[src/rtl/write_back_queue_pkg.sv]
// Shared CPU package: write-back queue defaults and the {addr, data} entry record
// used by the register file and datapath.
package write_back_queue_pkg;

    localparam int WBQ_DEPTH = 4;
    localparam int WBQ_AW    = 5;
    localparam int WBQ_DW    = 32;

    typedef struct packed {
        logic [WBQ_AW-1:0] addr;
        logic [WBQ_DW-1:0] data;
    } wbq_entry_t;

    // Occupancy counter width: must hold the value DEPTH itself.
    function automatic int wbq_cnt_w(input int depth);
        return $clog2(depth) + 1;
    endfunction

endpackage

[src/rtl/write_back_fwd_match.sv]
// Youngest-match search over the pending write-back entries for one read port.
module write_back_fwd_match
    import write_back_queue_pkg::*;
#(
    parameter int DEPTH = WBQ_DEPTH,
    parameter int AW    = WBQ_AW,
    parameter int DW    = WBQ_DW
) (
    input  logic [$clog2(DEPTH)-1:0]   head,
    input  logic [$clog2(DEPTH):0]     count,
    input  logic [DEPTH-1:0][AW-1:0]   addr_mem,
    input  logic [DEPTH-1:0][DW-1:0]   data_mem,
    input  logic [AW-1:0]              ra,
    output logic                       hit,
    output logic [DW-1:0]              fwd
);

    localparam int PW = $clog2(DEPTH);
    localparam int CW = wbq_cnt_w(DEPTH);

    logic [PW-1:0] idx;

    // Walk oldest to youngest from the head so the last match wins.
    always_comb begin
        hit = 1'b0;
        fwd = '0;
        idx = '0;
        for (int i = 0; i < DEPTH; i++) begin
            idx = head + PW'(i);
            if ((CW'(i) < count) && (ra != '0) && (addr_mem[idx] == ra)) begin
                hit = 1'b1;
                fwd = data_mem[idx];
            end
        end
    end

endmodule

[src/rtl/write_back_queue.sv]
// Write-back queue: buffers register-file writes, drains one per cycle unless held,
// and forwards pending values to two read ports.
module write_back_queue
    import write_back_queue_pkg::*;
#(
    parameter int DEPTH = WBQ_DEPTH,
    parameter int AW    = WBQ_AW,
    parameter int DW    = WBQ_DW
) (
    input  logic                     i_write_back_queue_clk,
    input  logic                     i_write_back_queue_rst,
    input  logic                     i_write_back_queue_valid,
    output logic                     o_write_back_queue_ready,
    input  logic [AW-1:0]            i_write_back_queue_addr,
    input  logic [DW-1:0]            i_write_back_queue_data,
    input  logic                     i_write_back_queue_hold,
    output logic                     o_write_back_queue_we,
    output logic [AW-1:0]            o_write_back_queue_writeAddr,
    output logic [DW-1:0]            o_write_back_queue_writeData,
    input  logic [AW-1:0]            i_write_back_queue_ra1,
    input  logic [AW-1:0]            i_write_back_queue_ra2,
    output logic                     o_write_back_queue_hit1,
    output logic                     o_write_back_queue_hit2,
    output logic [DW-1:0]            o_write_back_queue_fwd1,
    output logic [DW-1:0]            o_write_back_queue_fwd2,
    output logic [$clog2(DEPTH):0]   o_write_back_queue_count,
    output logic                     o_write_back_queue_empty
);

    localparam int             PW       = $clog2(DEPTH);
    localparam int             CW       = wbq_cnt_w(DEPTH);
    localparam logic [CW-1:0]  FULL_CNT = CW'(DEPTH);

    logic [CW-1:0]            count_q, count_d;
    logic [PW-1:0]            wr_ptr_q, wr_ptr_d;
    logic [PW-1:0]            rd_ptr_q, rd_ptr_d;
    logic [DEPTH-1:0][AW-1:0] addr_mem;
    logic [DEPTH-1:0][DW-1:0] data_mem;
    logic                     empty;
    logic                     ready;
    logic                     push;
    logic                     pop;

    // Ready comes only from the registered count, so a same-cycle pop never frees a slot.
    always_comb begin
        empty    = (count_q == '0);
        ready    = (count_q < FULL_CNT);
        pop      = !empty && !i_write_back_queue_hold;
        push     = i_write_back_queue_valid && ready && (i_write_back_queue_addr != '0);
        count_d  = count_q;
        wr_ptr_d = wr_ptr_q;
        rd_ptr_d = rd_ptr_q;
        if (push) begin
            wr_ptr_d = wr_ptr_q + PW'(1);
        end
        if (pop) begin
            rd_ptr_d = rd_ptr_q + PW'(1);
        end
        case ({push, pop})
            2'b10:   count_d = count_q + CW'(1);
            2'b01:   count_d = count_q - CW'(1);
            default: count_d = count_q;
        endcase
    end

    always_ff @(posedge i_write_back_queue_clk) begin
        if (i_write_back_queue_rst) begin
            count_q  <= '0;
            wr_ptr_q <= '0;
            rd_ptr_q <= '0;
        end else begin
            count_q  <= count_d;
            wr_ptr_q <= wr_ptr_d;
            rd_ptr_q <= rd_ptr_d;
        end
    end

    // Storage is never reset; every read of it is qualified by the occupancy count.
    always_ff @(posedge i_write_back_queue_clk) begin
        if (push && !i_write_back_queue_rst) begin
            addr_mem[wr_ptr_q] <= i_write_back_queue_addr;
            data_mem[wr_ptr_q] <= i_write_back_queue_data;
        end
    end

    assign o_write_back_queue_ready     = ready;
    assign o_write_back_queue_we        = pop;
    assign o_write_back_queue_writeAddr = empty ? '0 : addr_mem[rd_ptr_q];
    assign o_write_back_queue_writeData = empty ? '0 : data_mem[rd_ptr_q];
    assign o_write_back_queue_count     = count_q;
    assign o_write_back_queue_empty     = empty;

    write_back_fwd_match #(.DEPTH(DEPTH), .AW(AW), .DW(DW)) u_fwd1 (
        .head     (rd_ptr_q),
        .count    (count_q),
        .addr_mem (addr_mem),
        .data_mem (data_mem),
        .ra       (i_write_back_queue_ra1),
        .hit      (o_write_back_queue_hit1),
        .fwd      (o_write_back_queue_fwd1)
    );

    write_back_fwd_match #(.DEPTH(DEPTH), .AW(AW), .DW(DW)) u_fwd2 (
        .head     (rd_ptr_q),
        .count    (count_q),
        .addr_mem (addr_mem),
        .data_mem (data_mem),
        .ra       (i_write_back_queue_ra2),
        .hit      (o_write_back_queue_hit2),
        .fwd      (o_write_back_queue_fwd2)
    );

endmodule

[config.mk]
export PLATFORM = sky130hd
export DESIGN_NAME = write_back_queue
export DESIGN_NICKNAME = d
export VERILOG_FILES = /design/src/rtl/write_back_queue_pkg.sv /design/src/rtl/write_back_fwd_match.sv /design/src/rtl/write_back_queue.sv
export SDC_FILE = /design/constraint.sdc
export NUM_CORES = 1
export LEC_CHECK = 0
export CAP_MARGIN = 20
export CORE_UTILIZATION = 59
export CTS_BUF_LIST = sky130_fd_sc_hd__clkbuf_16
export DETAILED_ROUTE_END_ITERATION = 6
export GPL_TIMING_DRIVEN = 0
export HOLD_SLACK_MARGIN = 0.06
export PLACE_DENSITY_LB_ADDON = 0.2
export REMOVE_ABC_BUFFERS = 1
export SLEW_MARGIN = 15
export SYNTH_ARGS = -nofsm -noshare
export SYNTH_HDL_FRONTEND = slang
export SYNTH_HIERARCHICAL = 1
export SYNTH_SLANG_ARGS = --single-unit
[constraint.sdc]
create_clock -name i_write_back_queue_clk -period 5.2 [get_ports i_write_back_queue_clk]
set_clock_uncertainty 0.05 [all_clocks]
set_input_delay 0.78 -clock i_write_back_queue_clk [delete_from_list [all_inputs] [get_ports i_write_back_queue_clk]]
set_output_delay 0.78 -clock i_write_back_queue_clk [all_outputs]
set_load 0.005 [all_outputs]
---- Word-level counts from Yosys, hierarchy flattened ----
Cells that the tools add are included.
Widths: inputs -> output; s select.
word-level totals
  bits in registers ....................... 155
  bits of input ports ..................... 51
  logic and storage cells ................. 108
cells by class
  $add $sub $neg .......................... 6
  magnitude comparators ................... 11
  eq/ne operators ......................... 10
  muxes and demuxes ....................... 41
  reduce and logical (&&, ||, !) cells .... 29
operators by type and width
  operator             number
  $mux 32              14
  $bmux 32 s2          4
  $bwmux 128           1
  $demux 32 s2         1
  $bmux 5 s2           4
  $eq 5x5->1           8
  $mux 5               6
  $logic_and 1x1->1    21
  $bwmux 20            1
  $lt 2x3->1 const B   5
  $reduce_bool 5->1    3
  $demux 5 s2          1
  $mux 1               8
  $lt 1x3->1 const A   2
  $lt 2x3->1 const A   2
  $pmux 3 s2           1
  $add 2x1->2 const B  2
  $add 2x2->2 const B  2
  $add 3x1->3 const B  1
  $logic_not 1->1      3
  $logic_not 3->1      1
  $lt 3x3->1 const B   1
  $sub 3x1->3 const B  1
  $eq 2x1->1 const B   1
  3 further kinds      3

---- Logic depth before layout (Yosys ltp) ----
Gate-level depths: netlist (run 1).
  depth in word-level cells ............... 8
  depth in mapped cells ................... 12
  depth with buffers taken out ............ 8

---- Hierarchy ----
Netlist (run 1), hierarchy kept.
modules (own cells, without submodules)
  module                instances  cells an instance  area each (µm²)
  write_back_fwd_match  2          510                4420.5
  write_back_queue      1          291                6082.1

---- Worst setup path before layout (run 1) ----
Ideal clock, no wire load.
  kind .................................... input port to flip-flop
  start ................................... input port i_write_back_queue_valid
  end ..................................... register addr_mem[0] (netlist name), enable pin
  setup time .............................. 0.485 ns
  arrival time ............................ 3.879 ns
  required time ........................... 4.665 ns
  setup slack ............................. 0.787 ns
  stages .................................. 3
  buffers on the path ..................... 0
  path through ............................ nor2b_1 > o21ai_2 > nor3b_1
between the ends
  longest elaborated chain between the ends .. 3
RTL lines
  what                             RTL line                text
  from (decl)                      write_back_queue.sv:12  input logic i_write_back_queue_valid,
  $logic_and 1x1->1 (2 in a row)   write_back_queue.sv:49  push = i_write_back_queue_valid && ready && (i_write_back_queue_addr != '0);
  $logic_and 1x1->1                write_back_queue.sv:80  if (push && !i_write_back_queue_rst) begin
  to (signal, indexed assignment)  write_back_queue.sv:81  addr_mem[wr_ptr_q] <= i_write_back_queue_addr;
  to (decl)                        write_back_queue.sv:37  logic [DEPTH-1:0][AW-1:0] addr_mem;
No other way between the ends.
A chain may end at the register's enable or synchronous reset.

---- Final worst setup path (run 1) ----
  start ................................... register rd_ptr_q[0]
  end ..................................... output port o_write_back_queue_fwd1[11]
between the ends
  longest elaborated chain between the ends .. 8
  elaborated cells on any way between the ends .. 31
  classes of those cells .................. add/sub (3); eq/ne (4); mux (20); reduce/logical (4)
RTL lines
  what                                                               RTL line                                                text
  from (decl)                                                        write_back_queue.sv:36                                  logic [PW-1:0] rd_ptr_q, rd_ptr_d;
  from (signal assigned)                                             write_back_queue.sv:74                                  rd_ptr_q <= rd_ptr_d;
  $add 2x1->2 / $bmux 5 s2 (equally long branches)                   write_back_fwd_match.sv:29, write_back_fwd_match.sv:30
  $bmux 5 s2 / $mux 5 (equally long branches)                        write_back_fwd_match.sv:30                              if ((CW'(i) < count) && (ra != '0) && (addr_mem[idx] == ra)) begin
  $mux 5 (implied by the code) / $eq 5x5->1 (equally long branches)  write_back_fwd_match.sv:30
  $eq 5x5->1 / $logic_and 1x1->1 (equally long branches)             write_back_fwd_match.sv:30
  $logic_and 1x1->1 / $mux 32 (equally long branches)                write_back_fwd_match.sv:30
  $mux 32 (2 in a row)                                               write_back_fwd_match.sv:30
  $mux 32 (*)                                                        write_back_fwd_match.sv:30
  to (decl)                                                          write_back_queue.sv:24                                  output logic [DW-1:0] o_write_back_queue_fwd1,
Every way passes the cells marked *; elsewhere a longest branch is shown, timed or not. The select of a mux whose other input is x is not followed.

==> results by group, run 1 <==
Yosys
  – Yosys cell types: 52
  – Number of enable flip-flop cells after synthesis: 148
  – Synth top area cells: sky130_fd_sc_hd__edfxtp_1, sky130_fd_sc_hd__mux2_2, sky130_fd_sc_hd__mux2i_1
  – Register bit total from synthesis: 155
  – Area of the mapped netlist: 14920 µm²
  – Fraction of synthesis flops using an asynchronous set or reset pin: 0%
  – Register area share after synthesis: 30.72%
  – Main flop type after synthesis: sky130_fd_sc_hd__edfxtp_1
  – Number of instances in the synthesized netlist: 1311
  – Number of warning messages in the yosys log: 6
  – Average cell area after synthesis: 11.38 µm²
  – Yosys top cell area share: 29.78%
  – Cell type with the largest total area after synthesis: sky130_fd_sc_hd__edfxtp_1

Timing
  – Remaining max-slew budget at the tightest pin: 35.86%
  – Setup repair after global routing missed its margin: no
  – Tightest Pin Transition: 0.9621 ns
  – FMAX: 0.1934 GHz
  – Final setup viols: 0
  – Shortest period the worst path allows: 5.171 ns
  – Number of failing hold endpoints at the final stage: 0
  – Share of the clock period used by the worst path after layout: 99.45%
  – Slew Viols, Final: 0

Routing
  – Routed wire per std cell: 24.91 µm
  – First DRT Iteration DRCs: 1463
  – Remaining DRCs: 5
  – Total number of vias: 12815
  – Drt pass-1 iters: 7
  – Post-DRT Antenna Nets: 0
  – Vias per inst: 7.224
  – Sum of routed wire length over all layers: 44.18 mm

Global route
  – GRT Total Usage: 32.77%
  – Via count of the first global-routing pass: 12139
  – Wire length of the first global-routing pass: 66.28 mm
  – Antenna violations before repair: 3
  – Pin count of the biggest net entering global routing: 76
  – Final global-route overflow total: 0

Die
  – Placement Rows: 57
  – Initial core utilization: 60.83%
  – Boundary Pins: 160
  – Die Wd: 161.0 µm
  – Die Area: 25930 µm²
  – Core footprint: 24530 µm²
  – DIE HEIGHT: 161.0 µm

Power
  – Power density normalized to cell area: 372.2 nW/µm²
  – Worst ir drop on vdd: 0.2936 mV
  – Static power due to leakage: 5.693 nW

Worst setup path
  – Worst EP required: 4.37 ns
  – Type of the worst setup path: register to output pin
  – Data arrival time of the critical path: 4.34 ns
  – Top fanout value on the critical path: 32
  – CP Launch Type: register
  – Critical Path End Type: output pin

Final layout
  – Non-Filler Instances: 1774
  – Number of inserted filler cells in the final layout: 1622
  – Total number of nets in the final design: 1493
  – Share of post-route cells with drive strength above 1: 28.99%
  – Post-synthesis to final-layout area growth: 22.16%
  – Post-Route Utilization: 74.31%

Clock network
  – Bufs on Longest Clock Path: 2
  – CTS tree: yes
  – Clk Latency, worst-skew pair: 0.43 ns
  – Cts bufs inserted: 17
  – Hold buffers post-CTS: 0
  – H-tree depth reported by CTS: 4
  – Number of sinks handled by clock tree synthesis: 155
  – Root buffer cell: sky130_fd_sc_hd__clkbuf_16
  – CTS clock-pin slew for the worst setup and hold paths: 0.06 ns

Placement
  – Port-buffer cells: 159
  – DPL Wire Length: 28.04 mm
  – Routability-driven placement congestion ratio: 0.8549
  – Post-Place Cells: 1713

Hold path
  – Worst hold path class: register to register

Flow run
  – Maxcap violations: 0

Outcome
  – Violated checks: DRC
  – Status: finished with violations
==> worst max-delay path, stage by stage (launching register included) <==
cell	delay, ns
sky130_fd_sc_hd__dfxtp_4	0.36
sky130_fd_sc_hd__buf_12	0.23
sky130_fd_sc_hd__buf_16	0.24
sky130_fd_sc_hd__mux4_2	0.56
sky130_fd_sc_hd__xnor2_1	0.26
sky130_fd_sc_hd__o2111ai_2	0.21
sky130_fd_sc_hd__a21oi_4	0.23
sky130_fd_sc_hd__buf_6	0.21
sky130_fd_sc_hd__buf_16	0.20
sky130_fd_sc_hd__buf_16	0.18
sky130_fd_sc_hd__mux2i_1	0.09
sky130_fd_sc_hd__mux2_2	0.27
sky130_fd_sc_hd__o2bb2ai_1	0.28
sky130_fd_sc_hd__clkdlybuf4s50_1	0.56
==> cells in the final DEF (no fill, tap or decap), types with 19 or more instances in the layout <==
master                            synthesis  routed
sky130_fd_sc_hd__mux2i_1                210     210
sky130_fd_sc_hd__a22oi_1                 28      28
sky130_fd_sc_hd__edfxtp_1               148     148
sky130_fd_sc_hd__a221o_1                 82      82
sky130_fd_sc_hd__xnor2_1                 30      30
sky130_fd_sc_hd__clkbuf_16                0      19
sky130_fd_sc_hd__nor2_1                  25      23
sky130_fd_sc_hd__o2bb2ai_1               62      61
sky130_fd_sc_hd__or2_2                   33      31
sky130_fd_sc_hd__nor2b_1                 39      39
sky130_fd_sc_hd__o21ai_0                 44      44
sky130_fd_sc_hd__buf_4                    7      30
sky130_fd_sc_hd__clkdlybuf4s50_1          0     159
sky130_fd_sc_hd__mux2_2                 193     193
sky130_fd_sc_hd__mux4_2                  53      53
sky130_fd_sc_hd__a21oi_1                 79      79
==> sequential cells by signal, indices dropped and copies added, names as in the netlist <==
signal                    flops
rd_ptr_q                      2
data_mem                    128
o_write_back_queue_count      3
wr_ptr_q                      2
addr_mem                     20
==> final timing paths <==
path,slack (ns),endpoint,depth (start not counted),from
setup / recovery,0.03,o_write_back_queue_fwd1[11],13,rd_ptr_q[0]
hold / removal,0.56,wr_ptr_q[1],2,wr_ptr_q[1]
setup reg to reg,2.50,o_write_back_queue_count[2],9,o_write_back_queue_count[2]
hold reg to reg,0.56,wr_ptr_q[1],2,wr_ptr_q[1]
==> power breakdown <==
| part | leakage [nW] | internal (mW) | switching (mW) |
|---|---|---|---|
| clock network | 0.296 | 0.757 | 0.533 |
| registers | 1.40 | 1.46 | 0.105 |
| logic | 4.00 | 2.14 | 1.80 |
==> metrics by stage <==
stage / cell area, µm² / hold WS [ns] / setup TNS [ns] / setup WS, ns / power (mW)
global placement: 16210 / 0.5316 / -2036.71 / -20.48 / 5.726
CTS: 18120 / 0.5485 / 0 / 0.02135 / 6.694
detailed placement: 17200 / 0.5334 / -43.11 / -0.8846 / 5.299
floorplan: 14220 / 0.4873 / -966.12 / -11.14 / 4.321
global route: 18230 / 0.5989 / 0 / 0.001258 / 7.079
finish: 18230 / 0.5606 / 0 / 0.02880 / 6.786
==> kinds of logic after synthesis <==
kind of cell             synth area share, %
AO/OA/AOI/OAI                          18.37
XOR/XNOR                               3.069
adder cells (fa/ha/maj)               0.5534
buffers and inverters                  5.064
flip-flops                             30.72
multiplexers                           36.65
AND/OR/NAND/NOR                        5.576
==> synthesized netlist by cell type, types with 8 or more instances <==
cell type and instances:
sky130_fd_sc_hd__mux4_2 53, sky130_fd_sc_hd__buf_2 19, sky130_fd_sc_hd__o2bb2ai_1 62, sky130_fd_sc_hd__nand2_1 8
sky130_fd_sc_hd__xor2_1 16, sky130_fd_sc_hd__mux2_2 193, sky130_fd_sc_hd__clkbuf_1 81, sky130_fd_sc_hd__buf_1 8
sky130_fd_sc_hd__a221o_1 82, sky130_fd_sc_hd__a41o_1 16, sky130_fd_sc_hd__edfxtp_1 148, sky130_fd_sc_hd__o21ai_0 44
sky130_fd_sc_hd__nor2_1 25, sky130_fd_sc_hd__nor2b_1 39, sky130_fd_sc_hd__inv_1 11, sky130_fd_sc_hd__xnor2_1 30
sky130_fd_sc_hd__a2bb2oi_1 16, sky130_fd_sc_hd__o2111ai_1 8, sky130_fd_sc_hd__buf_6 20, sky130_fd_sc_hd__or3_1 9
sky130_fd_sc_hd__a21oi_1 79, sky130_fd_sc_hd__a22oi_1 28, sky130_fd_sc_hd__or2_2 33, sky130_fd_sc_hd__mux2i_1 210
==> routing by layer <==
layer  GRT usage [%]  wire (µm)
met2           53.08      20940
met1           43.47      17380
met4           13.51       1619
met3           5.804       4216
met5               0         26
==> cell type report <==
type	count	area, µm²	area share (%)
Multi-Input combinational cell	1009	9733	53.39
Timing Repair Buffer	240	2839	15.57
Antenna cell	1	2.502	0.01373
Inverter	13	58.81	0.3226
Sequential cell	155	4592	25.19
Tap cell	324	405.4	2.224
Clock inverter	15	173.9	0.9540
Clock buffer	17	425.4	2.334
==> what timing repair did <==
action / 4_1_cts / 5_1_grt
setup buffers: 20 / 1
endpoints found under the hold margin: 0 / 0
gates resized for setup: 9 / 8
pin swaps: 8 / 1
endpoints found under the setup margin: 66 / 47
cloned: 4 / 2
Power figures use the tool's default switching activity.
==> run 2, diff against run 1 <==
--- a/config.mk
+++ b/config.mk
@@ -10,7 +10,7 @@
 export CTS_BUF_LIST = sky130_fd_sc_hd__clkbuf_16
 export DETAILED_ROUTE_END_ITERATION = 6
 export GPL_TIMING_DRIVEN = 0
-export HOLD_SLACK_MARGIN = 0.06
+export HOLD_SLACK_MARGIN = 0.02
 export PLACE_DENSITY_LB_ADDON = 0.2
 export REMOVE_ABC_BUFFERS = 1
 export SLEW_MARGIN = 15
==> results of run 2 <==
The final DEF is identical to that of run 1; final timing and power are the same.
